===== src/rtl/secuenciador_nonce_pkg.sv =====
// Shared definitions for the nonce sequencer: FSM states, default sizes and lane offset.
package secuenciador_nonce_pkg;

  typedef enum logic [1:0] {
    ST_IDLE  = 2'd0,
    ST_RUN   = 2'd1,
    ST_DRAIN = 2'd2,
    ST_DONE  = 2'd3
  } estado_e;

  localparam int ROUNDS_DEF  = 64;
  localparam int NONCE_W_DEF = 32;
  // Lane 1 trails lane 0 by this many cycles inside each round period.
  localparam int LANE_OFFSET = 2;

endpackage


===== src/rtl/secuenciador_nonce_if.sv =====
// Job/hit bus between host, result checker and the nonce sequencer.
// With SECUENCIADOR_HASHCOUNT_EN defined the bus also carries hash_count.
interface secuenciador_nonce_if
  import secuenciador_nonce_pkg::*;
#(
  parameter int ROUNDS  = ROUNDS_DEF,
  parameter int NONCE_W = NONCE_W_DEF
);
  localparam int CW = $clog2(ROUNDS);

  logic               start;
  logic [NONCE_W-1:0] nonce_base;
  logic [NONCE_W-1:0] nonce_limit;
  logic               hit_valid;
  logic [NONCE_W-1:0] hit_nonce;
  logic [NONCE_W-1:0] nonce;
  logic [CW-1:0]      counter;
  logic [CW-1:0]      counter_2d;
  logic               busy;
  logic               done;
  logic               found;
  logic [NONCE_W-1:0] nonce_found;
`ifdef SECUENCIADOR_HASHCOUNT_EN
  logic [31:0]        hash_count;
`endif

  modport master (
    output start, nonce_base, nonce_limit, hit_valid, hit_nonce,
    input  nonce, counter, counter_2d, busy, done, found, nonce_found
`ifdef SECUENCIADOR_HASHCOUNT_EN
    , input hash_count
`endif
  );

  modport slave (
    input  start, nonce_base, nonce_limit, hit_valid, hit_nonce,
    output nonce, counter, counter_2d, busy, done, found, nonce_found
`ifdef SECUENCIADOR_HASHCOUNT_EN
    , output hash_count
`endif
  );

endinterface


===== src/rtl/secuenciador_nonce_contador_rondas.sv =====
// Round counters for the two hash lanes plus a registered end-of-period strobe.
module contador_rondas
  import secuenciador_nonce_pkg::*;
#(
  parameter int ROUNDS = ROUNDS_DEF,
  localparam int CW    = $clog2(ROUNDS)
) (
  input  logic          clk,
  input  logic          reset,
  input  logic          clr_i,
  input  logic          load_i,
  output logic [CW-1:0] counter_o,
  output logic [CW-1:0] counter_2d_o,
  output logic          fin_periodo_o
);

  localparam logic [CW-1:0] CNT_CERO   = {CW{1'b0}};
  localparam logic [CW-1:0] CNT_UNO    = {{(CW-1){1'b0}}, 1'b1};
  localparam logic [CW-1:0] CNT_MAX    = CW'(ROUNDS - 1);
  localparam logic [CW-1:0] CNT_2D_INI = CW'(ROUNDS - LANE_OFFSET);

  logic [CW-1:0] cnt_q, cnt_d;
  logic [CW-1:0] cnt_2d_q, cnt_2d_d;
  logic          fin_q, fin_d;

  // Clear wins over load; otherwise both counters advance and wrap at ROUNDS.
  always_comb begin
    cnt_d    = cnt_q;
    cnt_2d_d = cnt_2d_q;
    if (clr_i) begin
      cnt_d    = CNT_CERO;
      cnt_2d_d = CNT_CERO;
    end else if (load_i) begin
      cnt_d    = CNT_CERO;
      cnt_2d_d = CNT_2D_INI;
    end else begin
      cnt_d    = cnt_q + CNT_UNO;
      cnt_2d_d = cnt_2d_q + CNT_UNO;
    end
    fin_d = (cnt_d == CNT_MAX);
  end

  // Counter registers; the strobe is precomputed so it is high while counter is ROUNDS-1.
  always_ff @(posedge clk) begin
    if (reset) begin
      cnt_q    <= CNT_CERO;
      cnt_2d_q <= CNT_CERO;
      fin_q    <= 1'b0;
    end else begin
      cnt_q    <= cnt_d;
      cnt_2d_q <= cnt_2d_d;
      fin_q    <= fin_d;
    end
  end

  assign counter_o     = cnt_q;
  assign counter_2d_o  = cnt_2d_q;
  assign fin_periodo_o = fin_q;

endmodule


===== src/rtl/secuenciador_nonce.sv =====
// Nonce sequencer: issues two nonces per round period to the interleaved hash lanes and
// collects the winning nonce. SECUENCIADOR_HASHCOUNT_EN adds a saturating hash_count output.
module secuenciador_nonce
  import secuenciador_nonce_pkg::*;
#(
  parameter int ROUNDS  = ROUNDS_DEF,
  parameter int NONCE_W = NONCE_W_DEF
) (
  input logic                 clk,
  input logic                 reset,
  secuenciador_nonce_if.slave bus
);

  localparam int CW = $clog2(ROUNDS);
  localparam logic [CW-1:0]      CNT_CERO  = {CW{1'b0}};
  localparam logic [CW-1:0]      CNT_LANE1 = CW'(LANE_OFFSET);
  localparam logic [NONCE_W-1:0] NONCE_CERO = {NONCE_W{1'b0}};
  localparam logic [NONCE_W:0]   UNO_EXT   = {{NONCE_W{1'b0}}, 1'b1};

  estado_e            state_q, state_d;
  // One extra bit so a nonce that runs past all-ones can never satisfy the limit check.
  logic [NONCE_W:0]   nonce_q, nonce_d;
  logic [NONCE_W-1:0] limit_q, limit_d;
  logic [NONCE_W-1:0] nonce_found_q, nonce_found_d;
  logic               found_q, found_d;
  logic               busy_q, done_q;
  logic               cnt_clr_s, cnt_load_s, fin_periodo_s, en_limite_s;
  logic [CW-1:0]      counter_s, counter_2d_s;

  contador_rondas #(.ROUNDS(ROUNDS)) u_contador_rondas (
    .clk          (clk),
    .reset        (reset),
    .clr_i        (cnt_clr_s),
    .load_i       (cnt_load_s),
    .counter_o    (counter_s),
    .counter_2d_o (counter_2d_s),
    .fin_periodo_o(fin_periodo_s)
  );

  assign en_limite_s = ((nonce_q + UNO_EXT) <= {1'b0, limit_q});

  // Next state and nonce datapath; a hit takes priority over the period-end limit check.
  always_comb begin
    state_d       = state_q;
    nonce_d       = nonce_q;
    limit_d       = limit_q;
    found_d       = found_q;
    nonce_found_d = nonce_found_q;
    cnt_clr_s     = 1'b0;
    cnt_load_s    = 1'b0;
    case (state_q)
      ST_IDLE: begin
        if (bus.start) begin
          state_d       = ST_RUN;
          nonce_d       = {1'b0, bus.nonce_base};
          limit_d       = bus.nonce_limit;
          found_d       = 1'b0;
          nonce_found_d = NONCE_CERO;
          cnt_load_s    = 1'b1;
        end else begin
          cnt_clr_s = 1'b1;
        end
      end
      ST_RUN: begin
        if (bus.hit_valid) begin
          state_d       = ST_DONE;
          found_d       = 1'b1;
          nonce_found_d = bus.hit_nonce;
          cnt_clr_s     = 1'b1;
        end else if ((counter_s == CNT_CERO) || (counter_s == CNT_LANE1)) begin
          nonce_d = nonce_q + UNO_EXT;
        end else if (fin_periodo_s && !en_limite_s) begin
          state_d = ST_DRAIN;
        end else begin
          state_d = ST_RUN;
        end
      end
      ST_DRAIN: begin
        if (bus.hit_valid) begin
          state_d       = ST_DONE;
          found_d       = 1'b1;
          nonce_found_d = bus.hit_nonce;
          cnt_clr_s     = 1'b1;
        end else if (fin_periodo_s) begin
          state_d   = ST_DONE;
          cnt_clr_s = 1'b1;
        end else begin
          state_d = ST_DRAIN;
        end
      end
      ST_DONE: begin
        state_d   = ST_IDLE;
        cnt_clr_s = 1'b1;
      end
      default: begin
        state_d   = ST_IDLE;
        cnt_clr_s = 1'b1;
      end
    endcase
  end

  // State, datapath and registered status outputs.
  always_ff @(posedge clk) begin
    if (reset) begin
      state_q       <= ST_IDLE;
      nonce_q       <= {1'b0, NONCE_CERO};
      limit_q       <= NONCE_CERO;
      found_q       <= 1'b0;
      nonce_found_q <= NONCE_CERO;
      busy_q        <= 1'b0;
      done_q        <= 1'b0;
    end else begin
      state_q       <= state_d;
      nonce_q       <= nonce_d;
      limit_q       <= limit_d;
      found_q       <= found_d;
      nonce_found_q <= nonce_found_d;
      busy_q        <= (state_d == ST_RUN) || (state_d == ST_DRAIN);
      done_q        <= (state_d == ST_DONE);
    end
  end

  assign bus.nonce       = nonce_q[NONCE_W-1:0];
  assign bus.counter     = counter_s;
  assign bus.counter_2d  = counter_2d_s;
  assign bus.busy        = busy_q;
  assign bus.done        = done_q;
  assign bus.found       = found_q;
  assign bus.nonce_found = nonce_found_q;

`ifdef SECUENCIADOR_HASHCOUNT_EN
  logic [31:0] hash_count_q, hash_count_d;

  // One count per lane capture cycle in RUN, saturating at all-ones.
  always_comb begin
    hash_count_d = hash_count_q;
    if ((state_q == ST_IDLE) && bus.start) begin
      hash_count_d = 32'h0000_0000;
    end else if ((state_q == ST_RUN) &&
                 ((counter_s == CNT_CERO) || (counter_2d_s == CNT_CERO)) &&
                 (hash_count_q != 32'hFFFF_FFFF)) begin
      hash_count_d = hash_count_q + 32'h0000_0001;
    end else begin
      hash_count_d = hash_count_q;
    end
  end

  // Hash counter register.
  always_ff @(posedge clk) begin
    if (reset) begin
      hash_count_q <= 32'h0000_0000;
    end else begin
      hash_count_q <= hash_count_d;
    end
  end

  assign bus.hash_count = hash_count_q;
`endif

endmodule


===== src/flat_wrapper.sv =====
// flat-port wrapper written by rule: the top's interface ports become plain ports
module secuenciador_nonce_flat import secuenciador_nonce_pkg::*;
#(
  parameter int ROUNDS  = ROUNDS_DEF,
  parameter int NONCE_W = NONCE_W_DEF
)
  (clk, reset, bus_start, bus_nonce_base, bus_nonce_limit, bus_hit_valid, bus_hit_nonce, bus_nonce, bus_counter, bus_counter_2d, bus_busy, bus_done, bus_found, bus_nonce_found);
  secuenciador_nonce_if #(.ROUNDS(ROUNDS), .NONCE_W(NONCE_W)) bus_i ();
  input logic clk;
  input logic reset;
  input wire logic [$bits(bus_i.start)-1:0] bus_start;
  input wire logic [$bits(bus_i.nonce_base)-1:0] bus_nonce_base;
  input wire logic [$bits(bus_i.nonce_limit)-1:0] bus_nonce_limit;
  input wire logic [$bits(bus_i.hit_valid)-1:0] bus_hit_valid;
  input wire logic [$bits(bus_i.hit_nonce)-1:0] bus_hit_nonce;
  output wire logic [$bits(bus_i.nonce)-1:0] bus_nonce;
  output wire logic [$bits(bus_i.counter)-1:0] bus_counter;
  output wire logic [$bits(bus_i.counter_2d)-1:0] bus_counter_2d;
  output wire logic [$bits(bus_i.busy)-1:0] bus_busy;
  output wire logic [$bits(bus_i.done)-1:0] bus_done;
  output wire logic [$bits(bus_i.found)-1:0] bus_found;
  output wire logic [$bits(bus_i.nonce_found)-1:0] bus_nonce_found;
  assign bus_i.start = bus_start;
  assign bus_i.nonce_base = bus_nonce_base;
  assign bus_i.nonce_limit = bus_nonce_limit;
  assign bus_i.hit_valid = bus_hit_valid;
  assign bus_i.hit_nonce = bus_hit_nonce;
  assign bus_nonce = bus_i.nonce;
  assign bus_counter = bus_i.counter;
  assign bus_counter_2d = bus_i.counter_2d;
  assign bus_busy = bus_i.busy;
  assign bus_done = bus_i.done;
  assign bus_found = bus_i.found;
  assign bus_nonce_found = bus_i.nonce_found;
  secuenciador_nonce #(.ROUNDS(ROUNDS), .NONCE_W(NONCE_W)) u_core (.clk(clk), .reset(reset), .bus(bus_i));
endmodule

===== config.mk =====
export PLATFORM = sky130hd
export DESIGN_NAME = secuenciador_nonce_flat
export DESIGN_NICKNAME = d
export VERILOG_FILES = /design/src/rtl/secuenciador_nonce_pkg.sv /design/src/rtl/secuenciador_nonce_if.sv /design/src/rtl/secuenciador_nonce_contador_rondas.sv /design/src/rtl/secuenciador_nonce.sv /design/src/flat_wrapper.sv
export SDC_FILE = /design/constraint.sdc
export NUM_CORES = 1
export LEC_CHECK = 0
export CAP_MARGIN = 10
export CORE_ASPECT_RATIO = 2
export CORE_MARGIN = 4
export CORE_UTILIZATION = 35
export CTS_BUF_LIST = sky130_fd_sc_hd__clkbuf_4
export CTS_CLUSTER_DIAMETER = 40
export DETAILED_ROUTE_END_ITERATION = 8
export HOLD_SLACK_MARGIN = 0.08
export PLACE_DENSITY = 0.74
export SLEW_MARGIN = 0
export SYNTH_ARGS = -nofsm -noshare
export SYNTH_HDL_FRONTEND = slang
export SYNTH_HIERARCHICAL = 1
export SYNTH_SLANG_ARGS = --single-unit

===== constraint.sdc =====
create_clock -name clk -period 4.91 [get_ports clk]
set_input_delay 0.982 -clock clk [delete_from_list [all_inputs] [get_ports clk]]
set_output_delay 0.982 -clock clk [all_outputs]
set_load 0.1 [all_outputs]

Yosys cells after proc, flatten, opt, wreduce, memory -nomap -nowiden
Index checks and enable logic that the tools add are counted.
{ "totals": {"regBits": 115, "latch_bits": 0, "mem_bits_rw": 0, "romBits": 0, "input_bits": 100, "out_inout_bits": 79, "wordCells": 68, "mem_count": 0} }
{ "classes": {"add_sub_neg": 3, "mul": 0, "div": 0, "magnitude_cmp": 1, "n_eq_ne": 12, "shift": 0, "muxes": 27, "n_bitwise": 0, "reduce_logical": 14} }
{ "op_table": {"columns": ["op", "n"], "rows": [
  ["$mux 33", 3],
  ["$pmux 33 s2", 1],
  ["$mux 32", 2],
  ["$pmux 32 s2", 1],
  ["$add 33x1->33 const B", 1],
  ["$le 33x32->1", 1],
  ["$mux 6", 3],
  ["$add 6x1->6 const B", 2],
  ["$mux 2", 5],
  ["$mux 1", 9],
  ["$eq 2x2->1 const B", 4],
  ["$pmux 2 s4", 1],
  ["$eq 6x2->1 const B", 1],
  ["$eq 6x6->1 const B", 1],
  ["$logic_not 6->1", 1],
  ["$eq 2x1->1 const B", 2],
  ["$ne 2x1->1 const B", 2],
  ["$ne 2x2->1 const B", 2],
  ["$pmux 1 s4", 1],
  ["$reduce_and 4->1", 1],
  ["$reduce_bool 2->1", 2],
  ["$reduce_or 2->1", 2],
  ["$reduce_and 3->1", 1],
  ["$reduce_or 3->1", 1],
  ["6 further kinds", 7]
]} }

Depth between registers and ports, before layout
Gate-level depths: netlist (run 1).
{ "logic_depth": {"ltp_word": 10, "ltp_mapped": 16, "mapped_depth_nobuf": 16} }

Modules after synthesis
Netlist (run 1), hierarchy kept.
{ "by_module_without_submodules": {"columns": ["mod", "instances", "cells_per_inst", "area_per_inst_um2", "seq_area_each_um2"], "rows": [
  ["secuenciador_nonce", 1, 757, 5888.1, 2042.0],
  ["contador_rondas", 1, 51, 515.5, 260.2]
]} }

Worst setup path after synthesis (run 1)
OpenSTA, ideal clock, no wires.
{ "synth_path": {"path_kind": "reg-to-reg", "start": "register u_core.nonce_q[0]", "end": "register u_core.busy_q, in the netlist u_core/bus.busy", "setup_time_ns": 0.128, "t_arrival_ns": 3.543, "slack_ns": 1.239, "stages_incl_launch_ff": 16, "cell_sequence": "dfxtp_1 -> ha_1 -> nand3_2 -> nor3_1 -> and4_1 -> xor2_1 -> ha_1 -> nand4_1 -> nor3_1 -> a22o_1 -> o41a_1 -> o21ai_0 -> a21oi_2 -> a31o_1 -> ha_1 -> nor2b_1"} }
{ "synth_between": {"elab_chain_len": 10, "word_cells_on_any_way": 11} }
{ "synth_rtl": {"columns": ["element", "line_no", "source"], "rows": [
  ["start, declared", "secuenciador_nonce.sv:22", "logic [NONCE_W:0] nonce_q, nonce_d;"],
  ["start signal, assigned", "secuenciador_nonce.sv:106", "nonce_q <= {1'b0, NONCE_CERO};"],
  ["start signal, assigned", "secuenciador_nonce.sv:114", "nonce_q <= nonce_d;"],
  ["$add 33x1->33 (*)", "secuenciador_nonce.sv:40", "assign en_limite_s = ((nonce_q + UNO_EXT) <= {1'b0, limit_q});"],
  ["$le 33x32->1 (*)", "secuenciador_nonce.sv:40", null],
  ["$logic_not 1->1 (*)", "secuenciador_nonce.sv:72", "end else if (fin_periodo_s && !en_limite_s) begin"],
  ["$logic_and 1x1->1 (*)", "secuenciador_nonce.sv:72", null],
  ["$mux 2 (*)", "secuenciador_nonce.sv:72", null],
  ["$mux 2 (*)", "secuenciador_nonce.sv:70", "end else if ((counter_s == CNT_CERO) || (counter_s == CNT_LANE1)) begin"],
  ["$mux 2 (*)", "secuenciador_nonce.sv:65", "if (bus.hit_valid) begin"],
  ["$pmux 2 s4 (*)", "secuenciador_nonce.sv:51", "case (state_q)"],
  ["net u_core.state_d[1]", "secuenciador_nonce.sv:20", "estado_e state_q, state_d;"],
  ["$eq 2x1->1 or $eq 2x2->1 (tied branches)", "secuenciador_nonce.sv:118", "busy_q <= (state_d == ST_RUN) || (state_d == ST_DRAIN);"],
  ["$logic_or 1x1->1 (*)", "secuenciador_nonce.sv:118", null],
  ["end signal, assigned", "secuenciador_nonce.sv:118", null],
  ["end, declared", "secuenciador_nonce.sv:26", "logic busy_q, done_q;"]
]} }
The timed path passes the listed nets; every way through them passes the cells marked *.
A chain may end at the register's enable or synchronous reset.

Worst setup path after layout (run 1)
Ends and elaborated chain as after synthesis.

==> results of run 1 <==
==> cell type report <==
cell class                      instances  area, um2  area share
Multi-Input combinational cell        567       3498      0.4191
Timing Repair Buffer                  184       1824      0.2186
Tap cell                              213      266.5     0.03193
Clock buffer                           18      135.1     0.01619
Antenna cell                            1      2.502   0.0002998
Inverter                               47      176.4     0.02114
Clock inverter                         12      141.4     0.01694
Sequential cell                       115       2302      0.2758
==> logic make-up after synthesis <==
kind of cell / count (synthesis)
flops: 115
simple gates: 289
mux: 2
compound gates: 198
fa+ha+maj: 40
buf+inv: 126
xor+xnor: 38
==> registers in the layout, indices dropped and copies added (netlist names), 2 cells and up <==
signal,flops
u_core/limit_q,32
u_core/state_q,2
u_core/bus.nonce_found,32
u_core/u_contador_rondas/counter_o,6
u_core/u_contador_rondas/counter_2d_o,6
u_core/nonce_q,33
==> how the worst max path moves through the flow <==
stage	start	to	slack [ns]
5_1_grt	u_core/nonce_q[0]	u_core/bus.busy	0.39
4_1_cts	u_core/nonce_q[0]	u_core/bus.busy	0.70
3_3_place_gp	u_core/nonce_q[0]	u_core/bus.busy	0.89
3_5_place_dp	u_core/nonce_q[0]	u_core/bus.busy	0.76
2_1_floorplan	u_core/nonce_q[0]	u_core/bus.busy	1.24
6_report	u_core/nonce_q[0]	u_core/bus.busy	0.67
==> per-layer routing <==
layer | up-vias | track usage
met2 | 250 | 0.3955
met3 | 57 | 0.04526
met4 | 0 | 0.1218
met5 | - | 0
met1 | 2867 | 0.1782
li1 | 3006 | -
==> worst reg2reg max path, stage by stage (launching register included) <==
cell	delay (ns)
dfxtp_1	0.47
ha_1	0.31
nand3_2	0.15
nor3_1	0.54
nand3_1	0.17
xnor2_1	0.29
ha_1	0.32
nand4_1	0.13
nor3_1	0.08
a22o_1	0.18
o41a_1	0.39
o21ai_0	0.28
a21oi_2	0.12
a31o_1	0.23
ha_1	0.28
nor2b_1	0.13
==> placed cells by master, fill, tap and decap left out, drive strengths merged, types with 5 or more instances in the layout <==
cell type,count
nor4,6
clkbuf,18
clkinv,7
nand3,23
xnor2,25
buf,7
nor2,69
a22oi,35
a21oi,92
xor2,13
o211ai,5
o21a,7
inv,46
o22ai,6
and3,5
or2,8
and2,8
or3,6
ha,40
nand2,109
o21ai,22
nor3,24
clkdlybuf4s50,177
a21o,5
nand4,12
dfxtp,115
nor2b,6
==> per-stage QoR <==
| stage | util | setup WS [ns] | area [um2] |
|---|---|---|---|
| 6_report | 0.4671 | 0.6710 | 8347 |
| 3_3_place_gp | 0.4514 | 0.8869 | 8068 |
| 4_1_cts | 0.4669 | 0.6964 | 8344 |
| 5_1_grt | 0.4671 | 0.3938 | 8347 |
| 2_1_floorplan | - | 1.239 | 6404 |
| 3_5_place_dp | 0.4514 | 0.7606 | 8068 |
==> where the power goes <==
group,switching [uW],internal (uW),leakage (uW)
Sequential,155,1050,0.000940
Clock,360,346,0.000147
Combinational,1300,552,0.00209
==> key figures, run 1 <==
Synth
  – Largest family of logic cells by synthesized area: simple AND/OR/NAND/NOR gates
  – Distinct cell type count after synthesis: 64
  – Synth area leader: dfxtp_1
  – Ys flop type: dfxtp_1
  – Syn_nets: 948
  – Post-synthesis simple-gate area fraction: 0.2179
  – Top-area cell type share of the netlist area: 0.3595
  – Number of flops mapped to enable cells by yosys: 0
  – Ys Warns: 6
  – Post-synthesis adder-cell area fraction: 0.07816
  – Mapped cell area: 6404 um2
  – Top cells by area, synth: dfxtp_1 36%, ha_1 7.8%, a21oi_1 7.1%
  – Register bit total from synthesis: 115
  – Post-synth top cells: 115 x dfxtp_1, 109 x nand2_1, 91 x a21oi_1
  – Post-Synthesis Cells: 808
  – XOR/XNOR Fraction of Synth Area: 0.05315
  – Most frequent cell after synthesis: dfxtp_1
  – Sequential share of the synthesized area: 0.3595
  – Syn Area/Cell: 7.925 um2
  – Async SR Flop Fraction: 0
  – Synth Area in Compound Gates: 0.1936
  – Mux cell area share after synthesis: 0.003126

Floorplan
  – FP Rows: 69
  – Initial Util: 0.3583
  – Top Ports: 179
  – Die width: 103.6 um
  – Core area: 17870 um2
  – Die Y: 199.3 um
  – Full die area: 20660 um2

Layout
  – Nets@finish: 1072
  – Area Overhead vs Synth: 30.34%
  – Share of cells above drive strength 1: 0.06257
  – # fillers: between 1.5k and 2k
  – Final Non-Filler Cells: 1157

Placement
  – Dpl cells: 1126
  – Detailed placer's ending HPWL: 15.54 mm
  – Routability cong.: around 0.89
  – I/O Buffers: 178

Timing
  – Final Max Tran Viols: 0
  – Hold_ws: between 0.4 and 0.5 ns
  – Setup Skew: 0.01954 ns
  – RSZ-0062 raised after global routing: no
  – Count of final setup violators: 0
  – Fmax: 235.9 MHz
  – Final setup TNS: 0 ns
  – Period minus WS final: 4.239 ns
  – Crit share post-route: 0.8633
  – Final Hold Fails: 0
  – Slew @ Worst Pin: 1.102 ns
  – Worst relative slew slack: 0.2654

Drt
  – Vias: 6180
  – Met3 WL: 1.133 mm
  – Top Layer Used: met4
  – Met1 WL: 6.916 mm
  – Final ANT Viol Nets: 0
  – Starting DRT DRC Count: between 300 and 400
  – Routed wire length: 20.75 mm
  – Metal2 WL: about 12 mm
  – Via density: 5.341
  – DRC viols: 0
  – Pre-antenna DRT Iters: 5
  – Routed WL per cell: 17.94 um

Global route
  – Initial antenna violation count: 1
  – First-pass GRT wire length: 32.20 mm
  – GR Overflow Total: 0
  – GRT Total Usage: 0.1983
  – Vias in the first global route: ~6.3k
  – Largest net degree at the start of global routing: 100

Critical path
  – R2R Path End: u_core/bus.busy
  – Crit-path most repeated cell: ha_1
  – R2R Path Start: u_core/nonce_q[0]
  – Worst R2R Path Depth: 15
  – Worst path max stage delay: between 0.5 and 0.6 ns
  – CP max-delay cell: nor3_1
  – Critical Path Start Type: register
  – Family with the most delay on the worst path: simple AND/OR/NAND/NOR gates
  – CP Capture Type: register
  – Worst-path cell chain: ha_1 > nand3_2 > nor3_1 > nand3_1 > xnor2_1 > ha_1 > nand4_1 > nor3_1 > a22o_1 > o41a_1 > o21ai_0 > a21oi_2 > a31o_1 > ha_1 > nor2b_1
  – WS Path Type: reg -> reg
  – Number of cells on the critical path: 15
  – R2r setup slk: 0.67 ns
  – Crit-path max FO: 7
  – CP bufs+invs: 0
  – CP required: 5.28 ns
  – Data arrival time of the critical path: 4.61 ns

Worst hold path
  – Hold crit path type: reg -> reg
  – Hold Crit Depth: 2
  – Hold path start: u_core/limit_q[22]
  – Hold worst-path end: u_core/limit_q[22]

Power and ir drop
  – Peak VDD IR: around 0.17 mV
  – Pwr/cell area: 451.0 nW/um2
  – Power consumption: 3765 uW
  – Static Leak: 0.003173 uW

Clocking
  – Clk buf depth: 2
  – CTS tree: built
  – Later-pin clock latency in the skew report: 0.53 ns
  – Clock sinks: 115
  – Clock Tree Root: clkbuf_4
  – H-tree depth: 4
  – Reg clk slew, reported paths: roughly 0.11 ns
  – Post-CTS sizing: 0
  – Hold Buf Count CTS: 0
  – Setup Buffers After CTS: 0
  – TritonCTS buffer count: 17

Status
  – Status: finished clean

Flow run
  – Max-cap viol count: 0
No activity file was read; power rests on OpenSTA's default activity.
==> run 2, diff against run 1 <==
Settings changed: CORE_MARGIN 4 to 2, CTS_CLUSTER_DIAMETER 40 to default.
==> run 2 against run 1 <==
Cell area is 0.51% higher. Global-route usage is 1.2 points higher. Non-clock buffer count is 1 higher. Via count increased by 0.34%. Combinational power about the same. Hold slack improved by 0.0032 ns. Die area down 5.8%. Worst setup slack gained 0.056 ns. Critical path depth stayed put. Highest routed layer unchanged.
==> key figures, run 2 (synthesis results as in run 1) <==
Status
  – Status: finished clean

Global route
  – First-pass GRT wire length: 31.55 mm (-2.0%)
  – GRT Total Usage: 0.2102 (+0.01190)
  – Grt met3 use: 0.05082 (+0.005560)
  – Largest net degree at the start of global routing: 57 (-43%)
  – Initial antenna violation count: 1 (unchanged)
  – GR Overflow Total: 0 (unchanged)
  – M1 GR Usage: 0.1962 (+0.01805)
  – Gr busiest metal: met2
  – Met2 global-route usage: 0.3916 (-0.003888)
  – Vias in the first global route: 6164 (-2.5%)

Clocking
  – TritonCTS buffer count: 17 (unchanged)
  – Clock sinks: 115 (unchanged)
  – Clock Tree Root: clkbuf_4
  – Reg clk slew, reported paths: 0.11 ns (about the same)
  – Later-pin clock latency in the skew report: 0.55 ns (+0.02 ns)
  – Setup Buffers After CTS: 0 (unchanged)
  – CTS tree: built
  – Hold Buf Count CTS: 0 (unchanged)
  – Post-CTS sizing: 0 (unchanged)
  – H-tree depth: 4 (unchanged)
  – Clk buf depth: 2 (unchanged)

Power and ir drop
  – Power consumption: 3830 uW (+1.7%)
  – Static Leak: 0.003193 uW (+0.64%)
  – Peak VDD IR: 0.2128 mV (+27%)
  – Pwr/cell area: 456.6 nW/um2 (+1.2%)

Critical path
  – CP Capture Type: register
  – R2R Path End: u_core/bus.busy
  – R2r setup slk: 0.73 ns (+0.06 ns)
  – Worst path max stage delay: 0.52 ns (-0.02 ns)
  – R2R Path Start: u_core/nonce_q[0]
  – Crit-path max FO: 7 (unchanged)
  – WS Path Type: reg -> reg
  – Worst-path cell chain: ha_1 > nand3_2 > nor3_1 > and4_1 > xor2_1 > ha_1 > nand4_1 > nor3_1 > a22o_1 > o41a_1 > o21ai_0 > a21oi_2 > a31o_1 > ha_1 > nor2b_1
  – Worst R2R Path Depth: 15 (unchanged)
  – CP required: 5.31 ns (+0.03 ns)
  – Setup crit start: u_core/nonce_q[0]
  – Data arrival time of the critical path: 4.59 ns (-0.02 ns)
  – CP max-delay cell: nor3_1
  – Crit-path most repeated cell: ha_1
  – Critical Path Start Type: register

Layout
  – Area Overhead vs Synth: 31.01%
  – Max FFs per register: 33 (unchanged)
  – Nets@finish: 1073 (+0.093%)
  – Commonest non-fill, non-tap cell in the layout: clkdlybuf4s50_1
  – Share of cells above drive strength 1: 0.06237 (-0.0001984)
  – Final Non-Filler Cells: 1163 (+0.52%)
  – Reg with most FFs: u_core/nonce_q
  – Final Util: 0.4627 (-0.004326)
  – Fin area: 8389 um2 (+0.51%)
  – Commonest non-fill, non-tap cells in the layout: 177 x clkdlybuf4s50_1, 115 x dfxtp_1, 109 x nand2_1, 91 x a21oi_1, 66 x nor2_1

Timing
  – RSZ-0062 raised after global routing: no
  – Final setup TNS: 0 ns (unchanged)
  – Period minus WS final: 4.183 ns (-0.05645 ns)
  – Worst relative slew slack: 0.2983 (+0.03297)
  – Slew @ Worst Pin: 1.049 ns (-0.05275 ns)
  – Fmax: 239.1 MHz (+1.3%)
  – Crit share post-route: 0.8519 (-0.01150)
  – Count of final setup violators: 0 (unchanged)
  – Final Max Tran Viols: 0 (unchanged)
  – Setup Skew: 0.02099 ns (+0.001455 ns)
  – Final Hold Fails: 0 (unchanged)

Floorplan
  – Top Ports: 179 (unchanged)
  – Core area: 18130 um2 (+1.4%)
  – Die Y: 195.3 um (-2.0%)
  – FP Rows: 70 (+1.4%)
  – Full die area: 19460 um2 (-5.8%)
  – Initial Util: 0.3532 (-0.005119)
  – Die width: 99.65 um (-3.9%)

Placement
  – I/O Buffers: 178 (unchanged)
  – Dpl cells: 1130 (+0.36%)
  – Placed cell areas: 8079 um2 (+0.14%)
  – Routability cong.: 0.8550 (-3.6%)
  – Detailed placer's ending HPWL: 15.18 mm (-2.3%)

Drt
  – Final ANT Viol Nets: 0 (unchanged)
  – Routed wire length: 20.35 mm (-1.9%)
  – Routed WL per cell: 17.50 um (-2.5%)
  – DRC viols: 0 (unchanged)
  – Starting DRT DRC Count: 329 (+5.1%)
  – Vias: 6201 (+0.34%)
  – Via density: 5.332 (-0.18%)
  – Pre-antenna DRT Iters: 5 (unchanged)

Worst hold path
  – Hold path start: u_core/limit_q[27]
  – Hold worst-path end: u_core/limit_q[27]
  – Hold crit path type: reg -> reg
  – Hold Crit Depth: 2 (unchanged)

Flow run
  – Max-cap viol count: 0 (unchanged)
## run 2: changes by cell type in the layout (fill, tap and decap cells not counted), sizes merged
cell | before | now
buf | 7 | 8
bufinv | 3 | 4
clkbuf | 18 | 19
clkinv | 7 | 8
clkinvlp | 3 | 2
## run 2: final cells by class
| cell class | instances | area (um2) |
|---|---|---|
| inverters | 47 | 176.4 |
| well taps | 216 | 270.3 |
| multi-input cells | 567 | 3498 |
| repair buffers | 185 | 1832 |
| fillers | 1741 | 9741 |
| diodes | 1 | 2.502 |
| clock inverters | 13 | 165.2 |
| flip-flops and latches | 115 | 2302 |
| clock buffers | 19 | 142.6 |
## run 2: routing by layer
layer | part of all wire | routed length [um]
met1 | 0.33 | 6798
met2 | 0.55 | 11200
met3 | 0.053 | 1083
met4 | 0.062 | 1269
met5 | 0 | 0
## run 2: how the worst max path moves through the flow
stage	to	slack, ns	cells after the start
floorplan	u_core/bus.busy	1.24	15
global placement	u_core/bus.busy	0.90	15
detailed placement	u_core/bus.busy	0.81	15
CTS	u_core/bus.busy	0.75	15
global route	u_core/bus.busy	0.45	15
finish	u_core/bus.busy	0.73	15
## run 2: metrics by stage
| stage | setup WS, ns | hold WS (ns) |
|---|---|---|
| after floorplan | 1.239 | 0.4363 |
| after global placement | 0.9026 | 0.4425 |
| after detailed placement | 0.8054 | 0.4474 |
| after CTS | 0.7536 | 0.4625 |
| after global routing | 0.4525 | 0.4734 |
| final | 0.7274 | 0.4621 |
## run 2: worst max-delay path: cells and delay by family, from the launching register on
kind / cells / cell delay (ns)
flops: 1 / 0.47
simple gates: 6 / 1.36
fa+ha+maj: 3 / 0.85
compound gates: 5 / 1.21
xor+xnor: 1 / 0.17
## run 2: report_power, final
part	internal [uW]	switching [uW]	leakage, uW
clock network	405	368	0.000162
logic	552	1290	0.00209
registers	1050	157	0.000940
total	2010	1820	0.00319
==> run 3, diff against run 2 <==
Clock period 4.91 ns to 3.9 ns, I/O delays scaled along.
==> run 3 against run 2 <==
Total power grew 23%. Non-clock buffer count up 30. Utilization grew 1.3 points. Critical path depth rose by 1. Clock skew is essentially flat. Global-route usage increased by 0.18 points. Sequential share of layout area down 0.67 points. Sequential power is 21% higher. Hold slack got worse by 0.0017 ns. Sequential cell count stayed put. Clock power down 2%. Critical path type unchanged. Critical endpoint unchanged. Largest cell class unchanged. Largest power group unchanged.
==> key figures, run 3 (synthesis results as in run 1) <==
Drt
  – Routed WL per cell: 17.35 um (-0.84%)
  – Starting DRT DRC Count: 273 (-17%)
  – Via density: 5.270 (-1.2%)
  – DRC viols: 0 (unchanged)
  – Vias: 6277 (+1.2%)
  – Pre-antenna DRT Iters: 5 (unchanged)
  – Routed wire length: 20.66 mm (+1.5%)
  – Final ANT Viol Nets: 0 (unchanged)

Placement
  – I/O Buffers: 178 (unchanged)
  – Pre-CTS setup slack: -0.001755 ns (-0.8072 ns)
  – Detailed placer's ending HPWL: 15.84 mm (+4.3%)
  – Placed cell areas: 8304 um2 (+2.8%)
  – Routability cong.: 0.8825 (+3.2%)

Layout
  – Share of cells above drive strength 1: 0.1088 (+0.04646)
  – Commonest non-fill, non-tap cells in the layout: 177 x clkdlybuf4s50_1, 111 x dfxtp_1, 109 x nand2_1, 90 x a21oi_1, 64 x nor2_1
  – Commonest non-fill, non-tap cell in the layout: clkdlybuf4s50_1
  – Fin area: 8620 um2 (+2.7%)
  – Nets@finish: 1103 (+2.8%)
  – Reg with most FFs: u_core/nonce_q
  – Area Overhead vs Synth: 34.60%
  – Max FFs per register: 33 (unchanged)

Clocking
  – H-tree depth: 4 (unchanged)
  – Clock Tree Root: clkbuf_4
  – Setup Buffers After CTS: 0 (unchanged)
  – Clock sinks: 115 (unchanged)
  – CTS tree: built
  – Later-pin clock latency in the skew report: 0.53 ns (-0.02 ns)
  – Clk buf depth: 2 (unchanged)
  – Hold Buf Count CTS: 0 (unchanged)
  – Reg clk slew, reported paths: 0.11 ns (about the same)
  – TritonCTS buffer count: 17 (unchanged)

Timing
  – Crit share post-route: 0.9586 (+0.1067)
  – Worst relative slew slack: 0.2807 (-0.01763)
  – Period minus WS final: 3.738 ns (-0.4441 ns)
  – Count of final setup violators: 0 (unchanged)
  – Slew @ Worst Pin: 1.076 ns (+0.02636 ns)
  – Final Worst Setup Slack: 0.1616 ns (-0.5659 ns)
  – Fmax: 267.5 MHz (+12%)
  – Final Max Tran Viols: 0 (unchanged)
  – Setup Skew: 0.02145 ns (+0.0004612 ns)
  – Final Hold Fails: 0 (unchanged)

Critical path
  – CP Capture Type: register
  – Worst path max stage delay: 0.48 ns (-0.04 ns)
  – WS Path Type: reg -> reg
  – CP max-delay cell: or3_1
  – CP required: 4.30 ns (-1.01 ns)
  – Worst-path cell chain: ha_1 > buf_4 > and3_1 > nand3_2 > or3_1 > xnor2_2 > ha_1 > nand2_1 > nor2_1 > a211oi_1 > o21ai_0 > o21ai_1 > a21oi_2 > a31o_1 > ha_1 > nor2b_1
  – R2R Path Start: u_core/nonce_q[0]
  – R2r setup slk: 0.16 ns (-0.57 ns)
  – Critical Path Start Type: register
  – Crit-path max FO: 7 (unchanged)
  – Family with the most delay on the worst path: simple AND/OR/NAND/NOR gates
  – CP bufs+invs: 1 (+1)
  – R2R Path End: u_core/bus.busy
  – Crit-path most repeated cell: ha_1
  – Data arrival time of the critical path: 4.14 ns (-0.45 ns)
  – Worst R2R Path Depth: 16 (+1)

Power and ir drop
  – Peak VDD IR: 0.2428 mV (+14%)
  – Clk pwr share: 0.161 (-0.041)
  – P_sw: 2291 uW (+26%)
  – Sw Ratio: 0.4858 (+0.01083)
  – Pwr/cell area: 547.1 nW/um2 (+20%)
  – Reg power frac: 0.312 (-0.004)
  – Internal power: 2425 uW (+21%)
  – Static Leak: 0.003357 uW (+5.1%)
  – Comb pwr share: 0.526 (+0.044)

Worst hold path
  – Hold worst-path end: u_core/limit_q[7]
  – Hold path start: u_core/limit_q[7]
  – Hold crit path type: reg -> reg
  – Hold Crit Depth: 2 (unchanged)

Global route
  – Vias in the first global route: 6316 (+2.5%)
  – GR Overflow Total: 0 (unchanged)
  – First-pass GRT wire length: 31.69 mm (+0.44%)
  – GRT Total Usage: 0.2119 (+0.001782)
  – Initial antenna violation count: 1 (unchanged)
  – Largest net degree at the start of global routing: 59 (+3.5%)

Status
  – Status: finished clean

Floorplan
  – Top Ports: 179 (unchanged)
  – Die Y: 195.3 um (unchanged)
  – Full die area: 19460 um2 (unchanged)
  – FP Rows: 70 (unchanged)
  – Core area: 18130 um2 (unchanged)
  – Die width: 99.65 um (unchanged)
  – Initial Util: 0.3532 (unchanged)

Flow run
  – Max-cap viol count: 0 (unchanged)
-- run 3: changes by cell type in the layout (fill, tap and decap cells not counted), moves of 3 or more --
cell	delta
nor4_1	-3
dfxtp_1	-4
buf_4	+30
nor3_2	+3
dfxtp_2	+4
bufinv_16	-3
nor3_1	-3
-- run 3: layer usage --
| metal | part of all wire | global-route usage |
|---|---|---|
| met1 | 0.32 | 0.1902 |
| met2 | 0.56 | 0.3996 |
| met3 | 0.050 | 0.04903 |
| met4 | 0.065 | 0.1522 |
| met5 | 0 | 0 |
-- run 3: what timing repair did --
action                                  CTS  global route
endpoints found under the setup margin    1             2
resized for setup                         1            20
pin swaps                                 0             3
-- run 3: layout make-up --
cell class	count	area [um2]
fillers	1751	9510
multi-input cells	567	3582
flip-flops and latches	115	2307
repair buffers	215	2057
well taps	216	270.3
inverters	47	176.4
clock buffers	21	157.7
clock inverters	9	66.31
diodes	1	2.502
-- run 3: worst min-delay path, stage by stage (launching register included) --
cell and delay, ns:
dfxtp_1 0.32, nand2_1 0.05, a21oi_1 0.05
-- run 3: how the worst max path moves through the flow --
stage | slack [ns] | startpoint | cells after the start | end
6_report | 0.16 | u_core/nonce_q[0] | 16 | u_core/bus.busy
2_1_floorplan | 0.23 | u_core/nonce_q[0] | 15 | u_core/bus.busy
4_1_cts | 0.02 | u_core/nonce_q[12] | 15 | u_core/bus.busy
3_5_place_dp | -0.002 | u_core/nonce_q[1] | 16 | u_core/bus.busy
3_3_place_gp | 0.09 | u_core/nonce_q[0] | 16 | u_core/bus.busy
5_1_grt | -0.01 | u_core/nonce_q[19] | 15 | u_core/bus.busy
-- run 3: metrics by stage --
stage               hold slack, ns  setup TNS, ns  power (uW)  instances    util
floorplan                   0.4363              0        3307        808       -
global placement            0.4439              0        3924       1160  0.4580
detailed placement          0.4475      -0.001755        3948       1160  0.4580
CTS                         0.4608              0        4726       1190  0.4707
global route                0.4796      -0.009779        4985       1191  0.4754
finish                      0.4604              0        4716       1191  0.4754
-- run 3: power by group through the flow --
stage                     Sequential (uW)  Clock, uW  Combinational [uW]
after floorplan                      1780          0                1520
after global placement               1490          0                2440
after detailed placement             1490          0                2450
after CTS                            1470        795                2460
after global routing                 1500        846                2640
final                                1470        761                2480
